### src/rtl/cp0_exc_ctrl.sv
// CP0 exception controller at the M stage: SR/Cause/EPC state, exception and
// interrupt take decision, eret retirement and mfc0/mtc0 access.
module cp0_exc_ctrl #(
    parameter logic [31:0] HANDLER_ADDR = 32'h0000_4180,
    parameter logic [31:0] PRID         = 32'h0000_0007
) (
    input  logic        clk,
    input  logic        reset,
    input  logic        m_valid,
    input  logic [31:0] pc_m,
    input  logic        bd_m,
    input  logic [4:0]  exc_code_m,
    input  logic [5:0]  hw_int,
    input  logic        eret_m,
    input  logic        mtc0_we,
    input  logic [4:0]  cp0_addr,
    input  logic [31:0] wdata,
    output logic [31:0] rdata,
    output logic [31:0] epc_out,
    output logic        exc_req,
    output logic        eret_req
);

    typedef enum logic {NORMAL = 1'b0, HANDLER = 1'b1} state_t;

    localparam logic [4:0] A_SR    = 5'd12;
    localparam logic [4:0] A_CAUSE = 5'd13;
    localparam logic [4:0] A_EPC   = 5'd14;
    localparam logic [4:0] A_PRID  = 5'd15;

    state_t      state;      // doubles as SR.EXL
    logic [5:0]  sr_im;
    logic        sr_ie;
    logic        cause_bd;
    logic [5:0]  cause_ip;
    logic [4:0]  cause_exc;
    logic [31:0] epc;

    logic        exl;
    logic        int_pend;
    logic        mtc0_go;
    logic [31:0] pc_aligned;
    logic [31:0] epc_next;

    // The handler address is consumed by the PC mux outside this block.
    logic unused_bits;
    assign unused_bits = ^{HANDLER_ADDR, pc_m[1:0]};

    assign exl        = (state == HANDLER);
    assign int_pend   = sr_ie & ~exl & |(hw_int & sr_im);
    assign exc_req    = m_valid & ~exl & (int_pend | (exc_code_m != 5'd0));
    assign eret_req   = m_valid & eret_m & exl & ~exc_req;
    assign mtc0_go    = m_valid & mtc0_we & ~exc_req;
    assign pc_aligned = {pc_m[31:2], 2'b00};
    assign epc_next   = bd_m ? pc_aligned - 32'd4 : pc_aligned;
    assign epc_out    = epc;

    always_comb begin
        rdata = 32'd0;
        case (cp0_addr)
            A_SR:    rdata = {16'd0, sr_im, 8'd0, exl, sr_ie};
            A_CAUSE: rdata = {cause_bd, 15'd0, cause_ip, 3'd0, cause_exc, 2'd0};
            A_EPC:   rdata = epc;
            A_PRID:  rdata = PRID;
            default: rdata = 32'd0;
        endcase
    end

    always_ff @(posedge clk) begin
        if (reset) begin
            state     <= NORMAL;
            sr_im     <= 6'd0;
            sr_ie     <= 1'b0;
            cause_bd  <= 1'b0;
            cause_ip  <= 6'd0;
            cause_exc <= 5'd0;
            epc       <= 32'd0;
        end else begin
            cause_ip <= hw_int;
            case (state)
                NORMAL: begin
                    if (exc_req) begin
                        state     <= HANDLER;
                        cause_bd  <= bd_m;
                        cause_exc <= int_pend ? 5'd0 : exc_code_m;
                        epc       <= epc_next;
                    end
                end
                HANDLER: begin
                    if (eret_req)
                        state <= NORMAL;
                end
                default: state <= NORMAL;
            endcase
            // exc_req already gates mtc0_go, so a flushed mtc0 never lands.
            if (mtc0_go) begin
                if (cp0_addr == A_SR) begin
                    sr_im <= wdata[15:10];
                    sr_ie <= wdata[0];
                end
                if (cp0_addr == A_EPC)
                    epc <= wdata;
            end
        end
    end

endmodule

### config.mk
export PLATFORM = sky130hd
export DESIGN_NAME = cp0_exc_ctrl
export DESIGN_NICKNAME = d
export VERILOG_FILES = /design/src/rtl/cp0_exc_ctrl.sv
export SDC_FILE = /design/constraint.sdc
export NUM_CORES = 1
export LEC_CHECK = 0
export CAP_MARGIN = 5
export CORE_MARGIN = 2
export CORE_UTILIZATION = 23
export CTS_CLUSTER_DIAMETER = 200
export DETAILED_ROUTE_END_ITERATION = 8
export GPL_TIMING_DRIVEN = 0
export HOLD_SLACK_MARGIN = 0.08
export PLACE_DENSITY = 0.59
export SYNTH_ARGS = -nofsm -noshare
export SYNTH_HDL_FRONTEND = slang
export SYNTH_SLANG_ARGS = --single-unit
### constraint.sdc
create_clock -name clk -period 2.3 [get_ports clk]
set_input_delay 0.46 -clock clk [delete_from_list [all_inputs] [get_ports clk]]
set_output_delay 0.46 -clock clk [all_outputs]
set_load 0.05 [all_outputs]
==> results_dict.tcl, run 1 <==
set metrics [dict create \
    setup_viol 0 \
    slew_violations 0 \
    clockBufferDepth 2 \
    rrSetupSlack_ps 290 \
    critical_path_arrival_ps 1800 \
    h-tree-depth 2 \
    max-cap-violations 0 \
    synth.area.top_cells "dfxtp_1 29%, o31ai_1 7.4%, nand4_1 6.3%" \
    reg2reg_depth 6 \
    synth.distinct_cells 49 \
    critPathKind "input port to primary output" \
    die_h_um 129 \
    ios 152 \
    hp-start "bd_m" \
    clockRootBuffer "clkbuf_16" \
    period_share 0.982 \
    cts_tree "built" \
    powerDensity_nw_per_um2 457 \
    cp-start-kind "input port" \
    post_drt_wl_per_cell_um 20.0 \
    fin_nets 722 \
    start_util 0.235 \
    place_congestion 0.920 \
    grt_usage 0.194 \
    synth_edf_count 0 \
    final_util 0.390 \
    p_leak_uw 0.00207 \
    io_buffers 146 \
    ys_seq_elements 52 \
    seq_area_frac_synth 0.291 \
    fp-row-count 45 \
    max_freq_ghz 0.443 \
    synth_ff_type "dfxtp_1" \
    dp_hpwl_mm 12.6 \
    rsz0062_at_grt "yes" \
    end_kind "primary output" \
    grt_antenna_before_repair 1 \
    grt.overflow.total 0 \
    core-area_um2 15200 \
    postCtsHoldBufs 0 \
    numCtsBuffers 5 \
    rr_startpoint "sr_im[0]$_SDFFE_PP0P_" \
    dr_wl_met2_mm 8.10 \
    wl_met1_mm 7.00 \
    top_layer_used "met5" \
    drive_gt1_frac 0.222 \
    startpoint "exc_code_m[2]" \
    required_ps 1840 \
    clock_latency_ps 300 \
    skew_ps 10.1 \
    worst_pin_slew_ps 609 \
    hold_violations 0 \
    via_count 4546 \
    peakVddDrop_mv 0.285 \
    worstHoldEndpoint "cause_bd$_SDFFE_PP0P_" \
    worstPathMaxFanout 2 \
    async_reset_ff_frac 0 \
    reg2reg_to "epc_out[19]$_SDFF_PP0_" \
    setup_tns_ps 0 \
    hold_class "input port to flip-flop" \
    viasPerCell 5.51 \
    synth_warnings 0 \
    drt-total-wl_mm 16.5 \
    layout_common_cells "91 x clkdlybuf4s50_1, 52 x dfxtp_1, 50 x buf_4, 36 x nand4_1, 35 x o31ai_1" \
    status "finished, final reports clean" \
    holdWs_ps 441 \
    syn-mean-instance-area_um2 7.87 \
    routed-wl-met3_mm 1.07 \
    synth_cells 454 \
    relSlewSlack 0.594 \
    dr.pass1.iters 5 \
    grt_pass1_vias 4480 \
    syn_nets 541 \
    min_path_cells 3 \
    ant_nets 0 \
    final_common_cell "clkdlybuf4s50_1" \
    drt_iter0_drc 350 \
    finalCriticalPeriod_ps 2260 \
    cts_sinks 52 \
    die_w_um 129 \
    die_area_um2 16500 \
    synthToLayoutAreaGrowth_pct 65.8 \
    clkSlewWorstSetupHoldPaths_ps 80 \
    synth.largest_area_cell "dfxtp_1" \
    grt_start_max_net_pins 19 \
    syn_area_um2 3570 \
    grt_first_pass_wirelength_mm 25.1 \
    synth.top_cell.area_share 0.291 \
    drc 0 \
]
-- routing by layer --
layer,vias to the layer above,track usage
li1,2168,-
met1,2134,0.245
met3,26,0.0328
met2,216,0.340
met5,-,0
met4,2,0.0556
-- state kept, by name, indices dropped and copies added (netlist names) --
signal	flops
epc_out	32
cause_bd	1
sr_im	6
sr_ie	1
exl	1
cause_ip	6
cause_exc	5
-- repair_timing --
action                                  in CTS  in global routing
cloned                                       2                  0
endpoints found under the setup margin      73                 62
pin swaps                                   15                 16
buffers inserted                            20                 12
resized for setup                          296                 46
-- report_power, final --
group | total [uW] | switching (uW) | internal, uW | leakage (uW)
Clock | 789 | 377 | 412 | 0.0000680
Combinational | 896 | 521 | 375 | 0.00158
Sequential | 1020 | 60.5 | 961 | 0.000429
-- kinds of logic after synthesis --
logic type      after synthesis  share of synthesized area
simple gates                172                      0.282
compound gates              147                      0.292
buf+inv                      57                     0.0637
flops                        52                      0.291
mux                          17                     0.0476
xor+xnor                      8                     0.0196
fa+ha+maj                     1                    0.00350
-- worst max-delay path by stage --
| stage | end | depth (start not counted) |
|---|---|---|
| 2_1_floorplan | rdata[5] | 5 |
| 3_3_place_gp | rdata[4] | 8 |
| 3_5_place_dp | rdata[4] | 8 |
| 4_1_cts | exc_req | 7 |
| 5_1_grt | sr_im[2]$_SDFFE_PP0P_ | 7 |
| 6_report | exc_req | 7 |
-- cell type report --
cell class / count / area (um2)
tap: 188 / 235
timing repair buffer: 179 / 1670
sequential: 52 / 1040
fill: 1551 / 9280
multi-input combinational: 346 / 2500
antenna: 1 / 2.50
clock buffer: 5 / 125
buffer: 46 / 308
inverter: 5 / 18.8
clock inverter: 3 / 26.3
-- worst max-delay path, stage by stage --
cell	delay, ps
buf_2	110
or4_4	530
o211a_4	270
nor2_4	100
inv_2	60
buf_8	120
buf_8	140
-- synthesized netlist by cell type (4+ instances only) --
master,count
nor3_1,10
nand3b_1,4
o31a_1,6
or3_1,7
o21a_1,5
clkbuf_1,46
nor2_1,29
dfxtp_1,52
nand3_1,10
a41o_1,12
nand4_1,36
a31oi_1,13
nand2_1,12
o21ai_0,10
inv_1,5
a22oi_1,8
a211oi_1,19
nor2b_1,8
o31ai_1,35
xor2_1,5
nor4_1,9
and4_1,6
a21oi_1,28
mux2i_1,17
and3_1,19
or4_1,7
-- per-stage QoR --
step	total power [uW]	cell area [um2]	std cells	setup slack (ps)
final	2710	5920	825	41.5
after global routing	2810	5920	824	-53.7
after CTS	2690	5770	816	-1.02
after detailed placement	1860	5310	788	-1750
after global placement	1850	5310	788	-1720
after floorplan	1470	3610	454	-84.7
Note: power is estimated with default switching activity, not from simulation.
==> run 2, diff against run 1 <==
--- a/config.mk
+++ b/config.mk
@@ -5,8 +5,8 @@
 export SDC_FILE = /design/constraint.sdc
 export NUM_CORES = 1
 export LEC_CHECK = 0
+export ABC_CLOCK_PERIOD_IN_PS = 2300
 export CAP_MARGIN = 5
-export CORE_MARGIN = 2
 export CORE_UTILIZATION = 23
 export CTS_CLUSTER_DIAMETER = 200
 export DETAILED_ROUTE_END_ITERATION = 8
==> results_dict.tcl, run 2 (synthesis gave the netlist of run 1 again) <==
set metrics [dict create \
    required_ps 2480 \
    max-cap-violations 0 \
    via_count 4626 \
    cp-start-kind "input port" \
    period_share 0.988 \
    relSlewSlack 0.375 \
    powerDensity_nw_per_um2 452 \
    dp_hpwl_mm 12.2 \
    worstPathCellList "dlygate4sd2_1 > or3b_4 > buf_6 > or4b_4 > buf_6 > o31ai_2 > a31oi_4" \
    clockRootBuffer "clkbuf_16" \
    numCtsBuffers 5 \
    status "finished, final reports clean" \
    drc 0 \
    postCtsHoldBufs 0 \
    grt_pass1_vias 4412 \
    drt_iter0_drc 470 \
    drt-total-wl_mm 16.0 \
    rrSetupSlack_ps 270 \
    fin_nets 717 \
    dr.pass1.iters 5 \
    grt_first_pass_wirelength_mm 23.9 \
    place_congestion 0.928 \
    min_path_cells 2 \
    rsz0062_at_grt "yes" \
    post_drt_wl_per_cell_um 19.5 \
    combPwrFrac 0.336 \
    drive_gt1_frac 0.216 \
    cts_sinks 52 \
    setup_ws_ps 27.6 \
    reg2reg_depth 7 \
    max_freq_ghz 0.440 \
    sw_frac_of_total 0.353 \
    worstPathMaxFanout 10 \
    grt.overflow.total 0 \
    setup_viol 0 \
    skew_ps 7.42 \
    clockBufferDepth 2 \
    hp-start "hw_int[2]" \
    start_util 0.235 \
    grt_use_met1 0.258 \
    ios 152 \
    slowest_delay_ps 600 \
    end_kind "flip-flop" \
    core-area_um2 15200 \
    final_common_cell "clkdlybuf4s50_1" \
    critical_path_arrival_ps 2450 \
    layout_common_cells "90 x clkdlybuf4s50_1, 52 x dfxtp_1, 36 x buf_4, 36 x nand4_1, 34 x o31ai_1" \
    internal_power_uw 1740 \
    clkSlewWorstSetupHoldPaths_ps 70 \
    die_h_um 127 \
    critPathKind "input port to flip-flop" \
    clkPwrFrac 0.284 \
    h-tree-depth 2 \
    io_buffers 146 \
    cts_tree "built" \
    viasPerCell 5.64 \
    power.switching_uw 949 \
    hold_violations 0 \
    post-place-ws_ps -1700 \
    worst_pin_slew_ps 932 \
    seq_power_share 0.380 \
    synthToLayoutAreaGrowth_pct 66.8 \
    finalCriticalPeriod_ps 2270 \
    peakVddDrop_mv 0.288 \
    die_area_um2 16000 \
    grt_start_max_net_pins 17 \
    met3_usage 0.0261 \
    grt_usage 0.191 \
    grt_antenna_before_repair 1 \
    die_w_um 127 \
    crit_path_top_delay_cell "or4b_4" \
    p_leak_uw 0.00211 \
    hold_class "input port to flip-flop" \
    use_met2 0.309 \
    path_common_cell "buf_6" \
    largest_reg_flops 32 \
    slew_violations 0 \
    fp-row-count 45 \
    final_util 0.392 \
    ant_nets 0 \
    grt_busiest_layer "met2" \
    reg2reg_to "epc_out[11]$_SDFF_PP0_" \
    startpoint "pc_m[2]" \
    worstHoldEndpoint "cause_ip[2]$_SDFF_PP0_" \
    clock_latency_ps 290 \
    rr_startpoint "exl$_SDFF_PP0_" \
]
[run 2: cell types whose count changed in the layout (fill, tap and decap cells not counted), sizes merged]
cell / delta
clkdlybuf4s18: -1
or4b: -1
clkinvlp: -2
clkinv: +3
inv: -1
clkdlybuf4s15: -1
buf: -4
dlygate4sd2: +2
clkbuf: -2
clkdlybuf4s50: -1
dlymetal6s2s: +3
[run 2: how the worst max path moves through the flow]
stage | end | cells after the start
2_1_floorplan | rdata[5] | 5
3_3_place_gp | rdata[4] | 8
3_5_place_dp | rdata[4] | 8
4_1_cts | exc_req | 7
5_1_grt | rdata[11] | 6
6_report | epc_out[27]$_SDFF_PP0_ | 7
[run 2: stage by stage]
step                      TNS (ps)  hold WS [ps]  cells  instance area (um2)  total power [uW]
after global routing         -81.1           467    820                 5960              2780
after CTS                    -2.89           455    813                 5780              2670
after floorplan               -862           441    454                 3610              1470
final                            0           455    820                 5960              2690
after detailed placement    -75080           459    788                 5310              1860
after global placement      -72790           454    788                 5310              1860
[run 2: power groups by stage]
stage / Combinational, uW / Sequential (uW) / Clock [uW]
6_report: 904 / 1020 / 765
5_1_grt: 953 / 1030 / 800
4_1_cts: 882 / 1020 / 764
3_5_place_dp: 825 / 1040 / 0
3_3_place_gp: 817 / 1040 / 0
2_1_floorplan: 293 / 1180 / 0
[run 2: timing repair]
action / 4_1_cts / 5_1_grt
setup endpoints to repair: 74 / 65
pin swaps: 17 / 11
gates cloned: 1 / 0
gates resized for setup: 311 / 48
setup buffers: 18 / 8
[run 2: per-layer routing]
layer / wire length (um) / share of wire
met5: 0 / 0
met4: 369 / 0.023
met3: 1070 / 0.067
met2: 7480 / 0.47
met1: 7080 / 0.44
[run 2: final cells by class]
cell class | count | area (um2)
Fill cell | 1544 | 9240
Multi-Input combinational cell | 345 | 2510
Buffer | 48 | 324
Timing Repair Buffer | 173 | 1680
Inverter | 5 | 18.8
Sequential cell | 52 | 1040
Tap cell | 188 | 235
Antenna cell | 1 | 2.50
Clock buffer | 5 | 125
Clock inverter | 3 | 18.8
[run 2: worst max-delay path: cells and delay by family]
| family | cells | cell delay (ps) |
|---|---|---|
| buffers and inverters | 3 | 570 |
| and+or+nand+nor | 2 | 1000 |
| AOI/OAI and AO/OA | 2 | 410 |
